## config.mk

```make
export PLATFORM = sky130hd
export DESIGN_NAME = uart_rx
export DESIGN_NICKNAME = d
export VERILOG_FILES = /design/src/rtl/uart_pkg.sv /design/src/rtl/uart_sync2.sv /design/src/rtl/uart_rx.sv
export SDC_FILE = /design/constraint.sdc
export NUM_CORES = 1
export LEC_CHECK = 0
export ABC_CLOCK_PERIOD_IN_PS = 2300
export CORE_MARGIN = 2
export CORE_UTILIZATION = 60
export CTS_BUF_LIST = sky130_fd_sc_hd__clkbuf_2
export DETAILED_ROUTE_END_ITERATION = 7
export GPL_ROUTABILITY_DRIVEN = 0
export PLACE_DENSITY = 0.92
export SYNTH_ARGS = -nofsm -noshare
export SYNTH_HDL_FRONTEND = slang
export SYNTH_SLANG_ARGS = --single-unit
export TNS_END_PERCENT = 30
```

## constraint.sdc

```tcl
create_clock -name CLK100MHZ -period 2.3 [get_ports CLK100MHZ]
set_input_delay 0.46 -clock CLK100MHZ [delete_from_list [all_inputs] [get_ports CLK100MHZ]]
set_output_delay 0.46 -clock CLK100MHZ [all_outputs]
set_load 0.005 [all_outputs]
```

## src/rtl/uart_pkg.sv

```systemverilog
`default_nettype none
// ============================================================================
//  Module   : uart_pkg
//  Brief    : Shared UART constants, the one-hot receiver state encoding and
//             the default bit period used by both the receiver and transmitter.
//  Revision : 1.0  initial release
// ============================================================================
package uart_pkg;

  // Payload width of one 8N1 character.
  localparam int DATA_BITS = 8;

  // 100 MHz / 115200 baud, shared with the transmitter.
  localparam int CLKS_PER_BIT_DEFAULT = 868;

  // One-hot receiver state encoding.
  localparam logic [4:0] ST_IDLE  = 5'b00001;
  localparam logic [4:0] ST_START = 5'b00010;
  localparam logic [4:0] ST_DATA  = 5'b00100;
  localparam logic [4:0] ST_STOP  = 5'b01000;
  localparam logic [4:0] ST_BREAK = 5'b10000;

  typedef enum logic [4:0] {
    IDLE  = ST_IDLE,
    START = ST_START,
    DATA  = ST_DATA,
    STOP  = ST_STOP,
    BREAK = ST_BREAK
  } rx_state_t;

endpackage : uart_pkg
`default_nettype wire

```

## src/rtl/uart_sync2.sv

```systemverilog
`default_nettype none
// ============================================================================
//  Module   : uart_sync2
//  Brief    : Two-flop synchroniser for a single asynchronous input, with a
//             selectable reset value so idle-high lines do not glitch low.
//  Revision : 1.0  initial release
// ============================================================================
module uart_sync2 #(
  parameter logic RESET_VAL = 1'b1
) (
  input  logic CLK100MHZ,
  input  logic reset,
  input  logic d,
  output logic q
);

  logic meta;

  // Two-stage resynchronisation of the asynchronous input into CLK100MHZ.
  always_ff @(posedge CLK100MHZ or posedge reset) begin
    if (reset) begin
      meta <= RESET_VAL;
      q    <= RESET_VAL;
    end else begin
      meta <= d;
      q    <= meta;
    end
  end

endmodule : uart_sync2
`default_nettype wire

```

## src/rtl/uart_rx.sv

```systemverilog
`default_nettype none
// ============================================================================
//  Module   : uart_rx
//  Brief    : 8N1 UART receiver with start-glitch rejection, framing/overrun
//             reporting and a valid/ready byte output.
//  Revision : 1.0  initial release
// ============================================================================
module uart_rx
  import uart_pkg::*;
#(
  parameter int CLKS_PER_BIT = CLKS_PER_BIT_DEFAULT,
  parameter int HALF_BIT     = CLKS_PER_BIT / 2
) (
  input  logic                 CLK100MHZ,
  input  logic                 reset,
  input  logic                 UART_TXD_IN,
  output logic [DATA_BITS-1:0] rx_data,
  output logic                 rx_valid,
  input  logic                 rx_ready,
  output logic                 frame_err,
  output logic                 overrun,
  output logic                 busy
);

  localparam int CNT_W = $clog2(CLKS_PER_BIT);
  localparam logic [CNT_W-1:0] HALF_LAST = CNT_W'(HALF_BIT - 1);
  localparam logic [CNT_W-1:0] BIT_LAST  = CNT_W'(CLKS_PER_BIT - 1);
  localparam logic [2:0]       IDX_LAST  = 3'(DATA_BITS - 1);

  logic                 rxs;
  rx_state_t            state;
  logic [CNT_W-1:0]     baud_cnt;
  logic [2:0]           bit_idx;
  logic [DATA_BITS-1:0] shift;

  // The line idles high, so the synchroniser resets to 1 to avoid a false start.
  uart_sync2 #(
    .RESET_VAL (1'b1)
  ) u_sync (
    .CLK100MHZ (CLK100MHZ),
    .reset     (reset),
    .d         (UART_TXD_IN),
    .q         (rxs)
  );

  // Receive FSM with registered outputs; baud counter is cleared on every state entry.
  always_ff @(posedge CLK100MHZ or posedge reset) begin
    if (reset) begin
      state     <= IDLE;
      baud_cnt  <= '0;
      bit_idx   <= '0;
      shift     <= '0;
      rx_data   <= '0;
      rx_valid  <= 1'b0;
      frame_err <= 1'b0;
      overrun   <= 1'b0;
      busy      <= 1'b0;
    end else begin
      frame_err <= 1'b0;
      overrun   <= 1'b0;

      // A completed handshake drops valid unless a new byte loads below.
      if (rx_valid && rx_ready) begin
        rx_valid <= 1'b0;
      end

      case (state)
        IDLE: begin
          baud_cnt <= '0;
          if (!rxs) begin
            state <= START;
            busy  <= 1'b1;
          end
        end

        // Re-check the line at the start-bit centre to reject short glitches.
        START: begin
          if (baud_cnt == HALF_LAST) begin
            baud_cnt <= '0;
            if (!rxs) begin
              state   <= DATA;
              bit_idx <= '0;
            end else begin
              state <= IDLE;
              busy  <= 1'b0;
            end
          end else begin
            baud_cnt <= baud_cnt + CNT_W'(1);
          end
        end

        // Sample each data bit at its centre, LSB first.
        DATA: begin
          if (baud_cnt == BIT_LAST) begin
            baud_cnt       <= '0;
            shift[bit_idx] <= rxs;
            if (bit_idx == IDX_LAST) begin
              state <= STOP;
            end else begin
              bit_idx <= bit_idx + 3'd1;
            end
          end else begin
            baud_cnt <= baud_cnt + CNT_W'(1);
          end
        end

        // Leave at mid-stop-bit so the next start edge is not missed.
        STOP: begin
          if (baud_cnt == BIT_LAST) begin
            baud_cnt <= '0;
            if (rxs) begin
              state <= IDLE;
              busy  <= 1'b0;
              if (!rx_valid || rx_ready) begin
                rx_data  <= shift;
                rx_valid <= 1'b1;
              end else begin
                overrun <= 1'b1;
              end
            end else begin
              frame_err <= 1'b1;
              state     <= BREAK;
            end
          end else begin
            baud_cnt <= baud_cnt + CNT_W'(1);
          end
        end

        // A held-low line is a break; wait for it to return high.
        BREAK: begin
          baud_cnt <= '0;
          if (rxs) begin
            state <= IDLE;
            busy  <= 1'b0;
          end
        end

        default: begin
          state    <= IDLE;
          baud_cnt <= '0;
          busy     <= 1'b0;
        end
      endcase
    end
  end

endmodule : uart_rx
`default_nettype wire

```

==> reports/metrics.cfg <==
[route]
wl_met3_um=215
drt-met1-wl_um=1600
drt_pass1_iterations=4
routed_via_density=6.032
drtIter0Drc=118
dr_wl_met2_um=1938
vias=1508
wl_per_cell_um=15.35
routed.top_layer=met4
ant_nets=0
wl_um=3837
drc=0

[cells_and_area]
nets=213
area_growth_pct=15.99
layoutNonFillerInstCount=250
drive_gt1_frac=0.2184
final_cell_area_mm2=0.002287
antenna_cells=0

[clock_tree]
clkSinkCount=40
cts_tree=done
root_buffer=clkbuf_2
htree_num_levels=2
clock_path_buffers=2
cts_hold_buf=0
clock_latency_ns=0.42
clk_pin_slew_ns=0.18
cts_made_buffers=5

[synth]
synth-seq-cells=40
async_flop_share=1.000
yosysSeqAreaShare=0.5095
synth_cell_types=46
yosysWarnings=0
syn-num-nets=192
synthCells=184
synth.cell_area_mm2=0.001972
synth.avg_cell_area_um2=10.72
synth_ff_type=dfrtp_1
synth-edff-count=0

[sta]
whs_ns=0.3692
maxSlewViolCount=0
period_share=0.9593
finalSetupViolations=0
rsz0062_at_grt=yes
fin_skew_ns=0.02324
setup_ws_ns=0.09359
maxSlewHeadroom=0.6858
tightest_slew_ns=0.4713
layout_min_cycle_time_ns=2.206
fmax_ghz=0.4532
final.setup.tns_ns=0
hold_violations=0

[power_and_ir_drop]
ir_drop_v=0.0006434
p_leak_nw=1.016
powerDensity_mw_per_mm2=764.1

[placement]
numPortBuffers=15
dpl_cell_area_mm2=0.002193
pre_cts_ws_ns=0.1814
dp_hpwl_um=2786
placed_cells=241

[run_status]
status=complete, no violations

[setup_path]
reg2reg_setup_slack_ns=0.09
endpoint_kind=flip-flop
reg2reg_to=state[2]$_DFFE_PP0P_
r2r_cells=5
worst-path-max-fanout=11
start_kind=flip-flop
critPathKind=flip-flop to flip-flop
required_ns=2.66
r2r-start=baud_cnt[2]$_DFF_PP0_
arrival_ns=2.56

[global_route]
antenna_found_initial=0
grt_usage=0.2406
grt_pass1_vias=1528
grt_max_degree=41
grt_pass1_wl_um=6548
grt_overflow_total=0

[floorplanning]
ioPinCount=16
rows=20
floorplan.initialDensity=0.6407
core_area_mm2=0.003078
dieArea_mm2=0.003761
chipWidth_um=61.33
die_h_um=61.33

[flow_run]
maxCapViolations=0

[hold_path]
holdCritStartpoint=u_sync.meta$_DFF_PP1_
hold_class=flip-flop to flip-flop
hold_end=u_sync.q$_DFF_PP1_
min_path_cells=0

==> power by group <==
group | internal [W] | switching, W
logic | 0.000212 | 0.000270
registers | 0.000764 | 0.0000869
clock network | 0.000182 | 0.000232
==> sequential cells by signal, indices dropped and copies added (netlist names) <==
signal and count:
baud_cnt 10, u_sync.q 1, frame_err 1, state 5, shift 8, busy 1, rx_valid 1, overrun 1
bit_idx 3, u_sync.meta 1, rx_data 8
==> cell families (layout without fill, tap and decap cells) <==
group                      after synthesis  count (layout)  share of synthesized area
AOI/OAI and AO/OA                       18              18                    0.07234
xor gates and xnor gates                 8               8                    0.03553
adders and majority gates                4               4                    0.02538
buffers and inverters                   14              36                    0.02792
DFF                                     40              40                     0.5095
muxes                                   16              16                    0.09327
and+or+nand+nor                         84              84                     0.2361
==> worst max-delay path, cell delays in order, from the launching register on <==
cell	delay, ns
dfrtp_2	0.48
or3b_1	0.45
or4_4	0.55
a22oi_2	0.32
buf_4	0.23
a22o_1	0.13
==> worst max path at each step <==
stage | from | endpoint | slack (ns) | cells after the start
floorplan | baud_cnt[0]$_DFF_PP0_ | shift[5]$_DFFE_PP0P_ | 0.29 | 6
global placement | baud_cnt[0]$_DFF_PP0_ | shift[6]$_DFFE_PP0P_ | 0.26 | 6
detailed placement | baud_cnt[0]$_DFF_PP0_ | shift[6]$_DFFE_PP0P_ | 0.18 | 6
CTS | baud_cnt[0]$_DFF_PP0_ | state[2]$_DFFE_PP0P_ | 0.14 | 6
global route | baud_cnt[2]$_DFF_PP0_ | shift[6]$_DFFE_PP0P_ | -0.009 | 5
finish | baud_cnt[2]$_DFF_PP0_ | state[2]$_DFFE_PP0P_ | 0.09 | 5
==> cells in the mapped netlist (2+ instances only) <==
cell | number | share of area
a22o_1 | 3 | 0.013
mux2_2 | 14 | 0.080
nand4_1 | 5 | 0.016
nand3b_1 | 2 | 0.0076
nor3_1 | 7 | 0.018
ha_1 | 4 | 0.025
or3b_2 | 2 | 0.0089
nand2b_1 | 2 | 0.0063
o21ai_0 | 2 | 0.0051
nand2_1 | 13 | 0.025
buf_2 | 2 | 0.0051
xor2_1 | 5 | 0.022
dfrtp_1 | 37 | 0.47
a211oi_1 | 2 | 0.0076
xnor2_1 | 3 | 0.013
and3_1 | 3 | 0.0095
nor2_1 | 19 | 0.036
clkbuf_1 | 7 | 0.013
nor4_1 | 3 | 0.0095
a21oi_1 | 2 | 0.0051
inv_1 | 5 | 0.0095
dfstp_2 | 3 | 0.040
nor3b_1 | 5 | 0.019
nand3_1 | 12 | 0.030
==> layout by cell type (no fill, tap or decap), drive strengths merged, types with 2 or more instances in the layout <==
cell and count:
clkdlybuf4s50 15, nand2 13, dfstp 3, o21ai 2, clkbuf 5, nor2 19, a21oi 2, nor3b 6
ha 4, dfrtp 37, nand3b 2, nand3 12, nor3 8, and3 3, nand2b 2, clkinv 2
inv 5, or3b 3, nor4 4, xnor2 3, buf 8, a211oi 2, nand4 5, or4 2
a22o 3, xor2 5, mux2 16
==> per-stage QoR <==
step           power [W]    util
2_1_floorplan   0.001165       -
3_3_place_gp    0.001283  0.7126
3_5_place_dp    0.001321  0.7126
4_1_cts         0.001736  0.7346
5_1_grt         0.001844  0.7431
6_report        0.001748  0.7431
==> layout make-up <==
| cell class | instances | area [um^2] |
|---|---|---|
| clock buffers | 5 | 25.02 |
| clock inverters | 3 | 42.54 |
| fillers | 205 | 790.8 |
| inverters | 5 | 18.77 |
| multi-input cells | 130 | 927.1 |
| flip-flops and latches | 40 | 1008 |
| well taps | 44 | 55.05 |
| repair buffers | 23 | 210.2 |
==> repair_timing <==
| action | CTS | global route |
|---|---|---|
| buffers inserted | 0 | 1 |
| resized for setup | 0 | 6 |
| endpoints found under the setup margin | 0 | 5 |
==> layer usage <==
layer / vias up / GRT usage
li1: 699 / -
met1: 744 / 0.2804
met2: 55 / 0.4149
met3: 10 / 0.05042
met4: 0 / 0.1273
met5: - / 0
Note: power is estimated with default switching activity, not from simulation.
